--- src/rtl/seg_scan_pkg.sv ---
// -----------------------------------------------------------------------------
// seg_scan_pkg
// Shared types and sizes for the 4-digit segment scan driver.
//   NUM_DIGITS  : digits on the multiplexed display
//   SEG_W       : segments per digit (a..g, no decimal point)
//   DIGIT_W     : width of the digit index
//   DIV_CNT_W   : width of the prescaler counter (covers CLK_DIV up to 65535)
//   seg_code_t  : one 7-segment code, bit=1 means segment lit
//   seg_frame_t : one displayable frame: four codes plus its drop flag
// -----------------------------------------------------------------------------
package seg_scan_pkg;

   localparam int NUM_DIGITS = 4;
   localparam int SEG_W      = 7;
   localparam int DIGIT_W    = $clog2(NUM_DIGITS);
   localparam int DIV_CNT_W  = 16;

   typedef logic [SEG_W-1:0] seg_code_t;

   typedef struct packed {
      seg_code_t [NUM_DIGITS-1:0] codes;
      logic                       drop;
   } seg_frame_t;

endpackage

--- src/rtl/seg_scan_driver_prescaler.sv ---
// -----------------------------------------------------------------------------
// scan_prescaler
// Free-running divider that sets the per-digit hold time of the scan.
// div_cnt runs 0..CLK_DIV-1 and wraps; tick is high on the last count.
// Ports:
//   clk    in   system clock
//   rst_n  in   synchronous active-low reset (div_cnt -> 0)
//   tick   out  high for one cycle every CLK_DIV cycles
// -----------------------------------------------------------------------------
module scan_prescaler
   import seg_scan_pkg::*;
#(
   parameter int CLK_DIV = 1000
) (
   input  logic clk,
   input  logic rst_n,
   output logic tick
);

   logic [DIV_CNT_W-1:0] div_cnt;

   assign tick = (div_cnt == DIV_CNT_W'(CLK_DIV - 1));

   always_ff @(posedge clk) begin
      if (!rst_n) begin
         div_cnt <= '0;
      end else if (tick) begin
         div_cnt <= '0;
      end else begin
         div_cnt <= div_cnt + DIV_CNT_W'(1);
      end
   end

endmodule

--- src/rtl/seg_scan_driver.sv ---
// -----------------------------------------------------------------------------
// seg_scan_driver
// Buffers one frame of four 7-segment codes plus a drop flag behind a
// valid/ready handshake and time-multiplexes the codes onto one shared
// segment bus with one-hot digit enables for a 4-digit display.
//
// Frames are accepted into a single shadow slot and promoted to the active
// (displayed) frame only at a scan-frame boundary, so a frame is never torn
// mid-scan. Without a pending frame the active one repeats forever.
//
// Optional build macro SEG_SCAN_DROP_BLINK_EN: while the displayed frame has
// its drop flag set, the digits blink with a half-period of BLINK_FRAMES scan
// frames. Undefined: the display is always on.
//
// Ports:
//   clk            in   system clock
//   rst_n          in   synchronous active-low reset
//   in_valid       in   upstream frame valid
//   in_ready       out  shadow slot empty, frame can be accepted
//   seven_seg1..4  in   digit 0..3 codes, bit=1 means segment lit
//   drop_activated in   drop flag belonging to the frame
//   seg_out        out  shared segment bus, polarity per ACTIVE_LOW
//   an             out  one-hot digit enable, polarity per ACTIVE_LOW
//   drop_led       out  drop flag of the displayed frame, active-high
//   frame_done     out  one-cycle pulse after each scan-frame boundary
// -----------------------------------------------------------------------------
module seg_scan_driver
   import seg_scan_pkg::*;
#(
   parameter int CLK_DIV      = 1000,
   parameter int ACTIVE_LOW   = 1,
   parameter int BLINK_FRAMES = 64
) (
   input  logic                  clk,
   input  logic                  rst_n,
   input  logic                  in_valid,
   output logic                  in_ready,
   input  logic [SEG_W-1:0]      seven_seg1,
   input  logic [SEG_W-1:0]      seven_seg2,
   input  logic [SEG_W-1:0]      seven_seg3,
   input  logic [SEG_W-1:0]      seven_seg4,
   input  logic                  drop_activated,
   output logic [SEG_W-1:0]      seg_out,
   output logic [NUM_DIGITS-1:0] an,
   output logic                  drop_led,
   output logic                  frame_done
);

   // Map logical "lit"/"enabled" levels onto the board's pin polarity.
   function automatic seg_code_t drive_seg(input seg_code_t lit);
      return (ACTIVE_LOW != 0) ? ~lit : lit;
   endfunction

   function automatic logic [NUM_DIGITS-1:0] drive_an(input logic [NUM_DIGITS-1:0] en);
      return (ACTIVE_LOW != 0) ? ~en : en;
   endfunction

   logic               tick;
   logic [DIGIT_W-1:0] digit_idx;
   logic               boundary;
   logic               capture;
   logic               transfer;
   logic               blank;

   seg_frame_t         shadow_q;
   logic               shadow_full;
   seg_frame_t         active_q;

   logic [SEG_W-1:0]      seg_p1;
   logic [NUM_DIGITS-1:0] an_p1;
   logic                  frame_done_p1;
   logic [NUM_DIGITS-1:0] an_sel;

   scan_prescaler #(
      .CLK_DIV (CLK_DIV)
   ) u_prescaler (
      .clk   (clk),
      .rst_n (rst_n),
      .tick  (tick)
   );

   assign boundary = tick && (digit_idx == DIGIT_W'(NUM_DIGITS - 1));
   assign in_ready = !shadow_full;
   assign capture  = in_valid && in_ready;
   // Capture needs an empty slot and transfer a full one, so they never
   // coincide; a boundary with a full slot therefore blocks capture.
   assign transfer = boundary && shadow_full;

   // Digit scan, shadow slot and active frame. digit_idx wraps 3->0 on the
   // boundary tick by itself, so a transferred frame starts at digit 0.
   always_ff @(posedge clk) begin
      if (!rst_n) begin
         digit_idx     <= '0;
         shadow_full   <= 1'b0;
         active_q      <= '0;
         frame_done_p1 <= 1'b0;
      end else begin
         frame_done_p1 <= boundary;
         if (tick) begin
            digit_idx <= digit_idx + DIGIT_W'(1);
         end
         if (transfer) begin
            active_q    <= shadow_q;
            shadow_full <= 1'b0;
         end else if (capture) begin
            shadow_full <= 1'b1;
         end
      end
   end

   // Shadow data needs no reset: it is only read once shadow_full is set.
   always_ff @(posedge clk) begin
      if (rst_n && capture) begin
         shadow_q.codes[0] <= seven_seg1;
         shadow_q.codes[1] <= seven_seg2;
         shadow_q.codes[2] <= seven_seg3;
         shadow_q.codes[3] <= seven_seg4;
         shadow_q.drop     <= drop_activated;
      end
   end

`ifdef SEG_SCAN_DROP_BLINK_EN
   logic [15:0] frame_cnt;
   logic        blink_on;

   // Counts scan frames; restarts in the visible phase whenever a frame with
   // the drop flag replaces one without it, so a new drop is seen at once.
   always_ff @(posedge clk) begin
      if (!rst_n) begin
         frame_cnt <= '0;
         blink_on  <= 1'b1;
      end else if (boundary) begin
         if (transfer && !active_q.drop && shadow_q.drop) begin
            frame_cnt <= '0;
            blink_on  <= 1'b1;
         end else if (frame_cnt == 16'(BLINK_FRAMES - 1)) begin
            frame_cnt <= '0;
            blink_on  <= ~blink_on;
         end else begin
            frame_cnt <= frame_cnt + 16'd1;
         end
      end
   end

   assign blank = active_q.drop && !blink_on;
`else
   logic blink_cfg_unused;
   assign blink_cfg_unused = (BLINK_FRAMES != 0);
   assign blank            = 1'b0;
`endif

   always_comb begin
      an_sel            = '0;
      an_sel[digit_idx] = 1'b1;
   end

   // Output stage: registered from digit_idx and the active frame, so the
   // pins lag digit_idx by one cycle.
   always_ff @(posedge clk) begin
      if (!rst_n) begin
         seg_p1 <= drive_seg('0);
         an_p1  <= drive_an('0);
      end else if (blank) begin
         seg_p1 <= drive_seg('0);
         an_p1  <= drive_an('0);
      end else begin
         seg_p1 <= drive_seg(active_q.codes[digit_idx]);
         an_p1  <= drive_an(an_sel);
      end
   end

   assign seg_out    = seg_p1;
   assign an         = an_p1;
   assign drop_led   = active_q.drop;
   assign frame_done = frame_done_p1;

endmodule
--- config.mk ---
export PLATFORM = sky130hd
export DESIGN_NAME = seg_scan_driver
export DESIGN_NICKNAME = d
export VERILOG_FILES = /design/src/rtl/seg_scan_pkg.sv /design/src/rtl/seg_scan_driver_prescaler.sv /design/src/rtl/seg_scan_driver.sv
export SDC_FILE = /design/constraint.sdc
export NUM_CORES = 1
export LEC_CHECK = 0
export CAP_MARGIN = 25
export CORE_ASPECT_RATIO = 1.2
export CORE_UTILIZATION = 49
export DETAILED_ROUTE_END_ITERATION = 6
export GPL_TIMING_DRIVEN = 0
export HOLD_SLACK_MARGIN = 0.05
export PLACE_DENSITY = 0.75
export REMOVE_ABC_BUFFERS = 1
export SLEW_MARGIN = 20
export SYNTH_ARGS = -nofsm -noshare
export SYNTH_HDL_FRONTEND = slang
export SYNTH_SLANG_ARGS = --single-unit
--- constraint.sdc ---
create_clock -name clk -period 2.05 [get_ports clk]
set_clock_uncertainty 0.15 [all_clocks]
set_input_delay 0.41 -clock clk [delete_from_list [all_inputs] [get_ports clk]]
set_output_delay 0.41 -clock clk [all_outputs]
set_load 0.02 [all_outputs]
==> impl_metrics.toml, run 1 <==
[yosys]
synth.distinct_cells = 37
synth-adder-area-share_pct = 1.804
synth_area_per_cell_um2 = 12.04
synth-compound-area-share_pct = 1.191
syn-instance-count = 288
synth_top_flop_cell = "dfxtp_1"
ys_seq_area_share_pct = 59.76
synthArstFlopShare_pct = 0
muxShareOfSynthArea_pct = 13.21
synth-simple-area-share_pct = 17.03
synth.cell_area_um2 = 3467
synth_top_family_by_area = "simple AND/OR/NAND/NOR gates"
ys_warn_count = 0
synth_enable_flop_cells = 29
synth-xor-area-share_pct = 3.031
ys_seq_elements = 89

[sta]
setup_violations = 0
worst_pin_slew_ps = 683.2
fin_crit_ps = 1929
rsz0062_at_grt = "false"
hold_viol_final = 0
clock.fmax_mhz = 518.4
drv_slew = 0
relSlewSlack_pct = 54.45
post-route-worst-setup-slack_ps = 121.0
finalCritPeriodShare_pct = 94.10

[worst_setup_path]
crit_buf_inv = 2
crit_path_max_fanout = 3
worst_setup_path_end_kind = "output pin"
critPathMaxStageDelay_ps = 600
arrival_ps = 1370
critical_path.cell_chain = "inv_1 -> clkdlybuf4s50_1"
critPathSlowestCell = "clkdlybuf4s50_1"
cp-start-kind = "register"
crit_type = "reg -> out"
critPathRequiredTime_ps = 1490
cp_top_family = "buffers and inverters"

[global_routing]
grt_pass1_vias = 2059
grt_usage_pct = 16.78
antenna_found_initial = 0
overflow = 0
grt_pass1_wl_um = 9232
grt_max_degree = 77

[flow_run]
cap_violations = 0

[layout]
nNetsFinal = 372
syn2layout_area_growth_pct = 20.14
diodes = 0
drive_gt1_share_pct = 13.82
layout.cells.non_filler = 427

[die]
fp.dieW_um = 78.79
dieArea_um2 = 7417
coreArea_um2 = 6854
io_pins = 46
initial_core_util_pct = 50.58
rows = 33
dieHeight_um = 94.15

[routing]
drtIter0Drc = 189
wire_per_inst_um = 13.00
via_per_inst = 5.007
ant_nets = 0
first_pass_iters = 6
vias = 2138
drc = 2
wirelength_um = 5550

[power_and_ir_drop]
p_leak_nw = 1.447
p_per_area_nw_per_um2 = 731.7
peakVddDrop_mv = 0.6283

[clocking]
clk_pin_slew_worst_paths_ps = 80
clk_latency_ps = 350
cts.sinks = 89
tritoncts = "yes"
clock_path_buffers = 2
clockRootBuffer = "clkbuf_8"
h-tree-depth = 3
cts_buffers = 9

[placed_design]
io_buffer_count = 45
place_inst = 404
dp_hpwl_um = 3203
post-place-ws_ps = -253.1
gp_congestion = 0.7426

[outcome]
violations = "design-rule violations"
status = "complete, but fails checks"

[min_path]
hold_path_class = "reg -> reg"
path summary, 6_finish.rpt:
| path | start | to | slack, ps | depth (start not counted) |
|---|---|---|---|---|
| worst max-delay path | shadow_full | in_ready | 120 | 2 |
| worst min-delay path | active_q[16] | active_q[16] | 310 | 2 |
| worst max register to register | u_prescaler.div_cnt[0] | active_q[17] | 160 | 6 |
| worst min register to register | active_q[16] | active_q[16] | 310 | 2 |
power by group:
part	internal, mW	total (mW)	switching, mW
logic	0.0676	0.125	0.0571
clock network	0.502	1.06	0.558
registers	1.85	1.86	0.0130
synth_stat cells, types with 2 or more instances:
master | count | share of area, %
a21oi_1 | 2 | 0.29
and2_1 | 2 | 0.36
and3_1 | 2 | 0.36
and4_2 | 2 | 0.58
buf_12 | 3 | 1.7
buf_2 | 2 | 0.29
clkbuf_1 | 8 | 0.87
dfxtp_1 | 60 | 35
edfxtp_1 | 29 | 25
ha_1 | 5 | 1.8
inv_1 | 4 | 0.43
mux2i_1 | 30 | 8.7
mux4_2 | 7 | 4.5
nand2_1 | 75 | 8.1
nand3_1 | 2 | 0.29
nand4_1 | 5 | 0.90
nand4_4 | 2 | 1.2
nor2_1 | 14 | 1.5
nor3_1 | 3 | 0.43
nor4_2 | 2 | 0.72
o21ai_0 | 3 | 0.43
xnor2_1 | 8 | 2.0
xor2_1 | 4 | 1.0
layer usage:
layer	vias up	part of all wire (%)	global-route usage (%)
met5	-	0	0
met1	1005	44	18.35
met2	53	51	28.99
li1	1074	-	-
met4	0	1.4	9.568
met3	6	3.9	4.660
worst reg2reg max path: stages, from the launching register on:
cell	delay, ps
dfxtp_1	380
ha_2	240
and4_2	280
nand4_4	200
nor2_4	200
buf_12	180
mux2i_1	190
cells in the final DEF, fill, tap and decap left out, types with 4 or more instances in the layout:
cell	Yosys	layout
clkdlybuf4s50_1	0	44
mux2i_1	30	30
dfxtp_1	60	58
buf_4	1	5
inv_1	4	4
mux4_2	7	7
xnor2_1	8	8
nand2_1	75	74
edfxtp_1	29	29
nand4_1	5	5
xor2_1	4	4
nor2_1	14	14
clkbuf_8	0	11
ha_1	5	4
per-stage QoR:
stage	setup TNS (ps)	hold slack [ps]	total power [mW]	util, %	instance area, um2
CTS	0	307.2	3.085	59.97	4110
global route	0	318.7	3.191	60.77	4165
floorplan	0	278.6	1.936	-	3344
finish	0	306.7	3.048	60.77	4165
detailed placement	-12120	295.7	2.028	56.94	3902
global placement	-140660	287.7	2.029	56.96	3904
cell type report:
cell class	count	area (um2)
clock buffer	13	158.9
clock inverter	3	15.01
fill	574	2689
inverter	4	15.01
multi-input combinational	180	1275
sequential	89	2074
tap	87	108.9
timing repair buffer	51	518.0
timing repair:
item                       CTS  global route
hold buffers                 0             0
setup endpoints to repair   30            42
resized for setup            2             2
buffers inserted             1             5
pin swaps                    2             1
cloned                       1             0
sequential cells by signal, summed over array words and instances, names as in the netlist, 2 cells and up:
signal / flops
shadow_q: 29
seg_out: 7
active_q: 28
an: 4
digit_idx: 2
u_prescaler.div_cnt: 16
kinds of logic (layout without fill, tap and decap cells):
group,after synthesis,count (layout)
and+or+nand+nor,118,119
DFF,89,89
adders and majority gates,5,5
xor gates and xnor gates,12,12
buffers and inverters,20,71
muxes,37,37
AOI/OAI and AO/OA,7,7
Power figures use the tool's default switching activity.
==> inputs of run 2 (changes only) <==
Settings changed: CORE_MARGIN set to 4.
==> impl_metrics.toml, run 2 (synthesis results as in run 1) <==
[sta]
relSlewSlack_pct = 53.78
finalCritPeriodShare_pct = 94.42
setup_violations = 0
rsz0062_at_grt = "false"
drv_slew = 0
post-route-worst-setup-slack_ps = 114.5
worst_pin_slew_ps = 693.3
fin_crit_ps = 1936
hold_viol_final = 0
clock.fmax_mhz = 516.7

[clocking]
cts.sinks = 89
clk_pin_slew_worst_paths_ps = 80
clockRootBuffer = "clkbuf_8"
clk_latency_ps = 350
clock_path_buffers = 2
cts-hold-fix-buffers = 0
cts_buffers = 9
h-tree-depth = 3
tritoncts = "yes"

[power_and_ir_drop]
p_total_mw = 3.279
p_per_area_nw_per_um2 = 779.4
peakVddDrop_mv = 0.4728
p_leak_nw = 1.457

[routing]
ant_nets = 0
wirelength_um = 5770
wire_per_inst_um = 13.58
vias = 2110
drtIter0Drc = 127
first_pass_iters = 4
drc = 0
via_per_inst = 4.965

[layout]
postLayoutCellArea_um2 = 4207
reg_top3 = "shadow_q x29, active_q x28, u_prescaler.div_cnt x16"
multi_input_area_um2 = 1275
drive_gt1_share_pct = 13.31
regMostFlops = "shadow_q"
mostFrequentLayoutCells = "nand2_1, dfxtp_1, clkdlybuf4s50_1"
diodes = 0
syn2layout_area_growth_pct = 21.33
largest_reg_flops = 29
ff_latch_area_um2 = 2074
nNetsFinal = 370
fillers = 595
final_common_cell = "nand2_1"

[worst_setup_path]
crit_path_max_fanout = 8
worst_setup_path_end_kind = "register"
critPathRequiredTime_ps = 2180
critPathSlowestCell = "dfxtp_1"
crit_type = "reg -> reg"
crit_buf_inv = 1
cp_top_family = "simple AND/OR/NAND/NOR gates"
critPathMaxStageDelay_ps = 390
cp-start-kind = "register"
arrival_ps = 2060
critical_path.cell_chain = "ha_2 -> and4_2 -> nand4_4 -> nor2_4 -> buf_12 -> mux2i_1"

[global_routing]
grt_usage_pct = 14.68
grt_pass1_vias = 2051
grt_max_degree = 77
overflow = 0
antenna_found_initial = 0
grt_pass1_wl_um = 9729

[die]
dieHeight_um = 100.1
io_pins = 46
fp.dieW_um = 84.79
coreArea_um2 = 6854
initial_core_util_pct = 50.58
dieArea_um2 = 8491
rows = 33

[placed_design]
post-place-ws_ps = -233.1
io_buffer_count = 45
place_area_um2 = 3902
dp_hpwl_um = 3419
gp_congestion = 0.8301

[min_path]
hold_path_class = "reg -> reg"

[flow_run]
cap_violations = 0

[outcome]
status = "complete, no violations"
run 2: changes by cell type in the layout (fill, tap and decap cells not counted), sizes merged:
cell,delta
clkinv,+1
clkbuf,-4
buf,-2
inv,+1
bufinv,+2
run 2: final cells by class:
| cell class | instances | share of cell area, % |
|---|---|---|
| Inverter | 4 | 0.3569 |
| Sequential cell | 89 | 49.32 |
| Clock inverter | 7 | 2.231 |
| Tap cell | 87 | 2.588 |
| Timing Repair Buffer | 49 | 12.25 |
| Clock buffer | 9 | 2.945 |
| Multi-Input combinational cell | 180 | 30.31 |
run 2: report_power, final:
part | switching, mW | internal (mW)
combinational | 0.0591 | 0.0679
clock | 0.601 | 0.687
sequential | 0.0132 | 1.85
total | 0.674 | 2.60
run 2: final timing paths:
kind,start,to,slack [ps],cells past startpoint
setup / recovery,u_prescaler.div_cnt[0],active_q[3],110,6
hold / removal,active_q[22],active_q[22],310,2
setup reg to reg,u_prescaler.div_cnt[0],active_q[3],110,6
hold reg to reg,active_q[22],active_q[22],310,2
run 2: layer usage:
metal  track usage (%)  share of wire (%)
met2             25.20                 51
met3             3.859                4.7
met4             6.212                1.3
met5                 0                  0
met1             17.41                 43
run 2: tightest hold or removal path, cell delays in order (launching register included):
cell and delay, ps:
dfxtp_1 310, nand2_1 50, mux2i_1 50
run 2: what timing repair did:
item                       in CTS  in global routing
hold endpoints to repair        0                  0
buffers inserted                2                  2
gates cloned                    1                  0
setup endpoints to repair      30                 43
resized for setup               2                  2
pin swaps                       2                  2
run 2: stage by stage:
stage / hold slack [ps] / utilization, % / instances / TNS (ps)
after global placement: 290.0 / 56.96 / 404 / -140350
after global routing: 328.0 / 61.37 / 425 / 0
after CTS: 310.7 / 60.90 / 423 / 0
after floorplan: 278.6 / - / 272 / 0
final: 309.4 / 61.37 / 425 / 0
after detailed placement: 295.3 / 56.94 / 404 / -12620
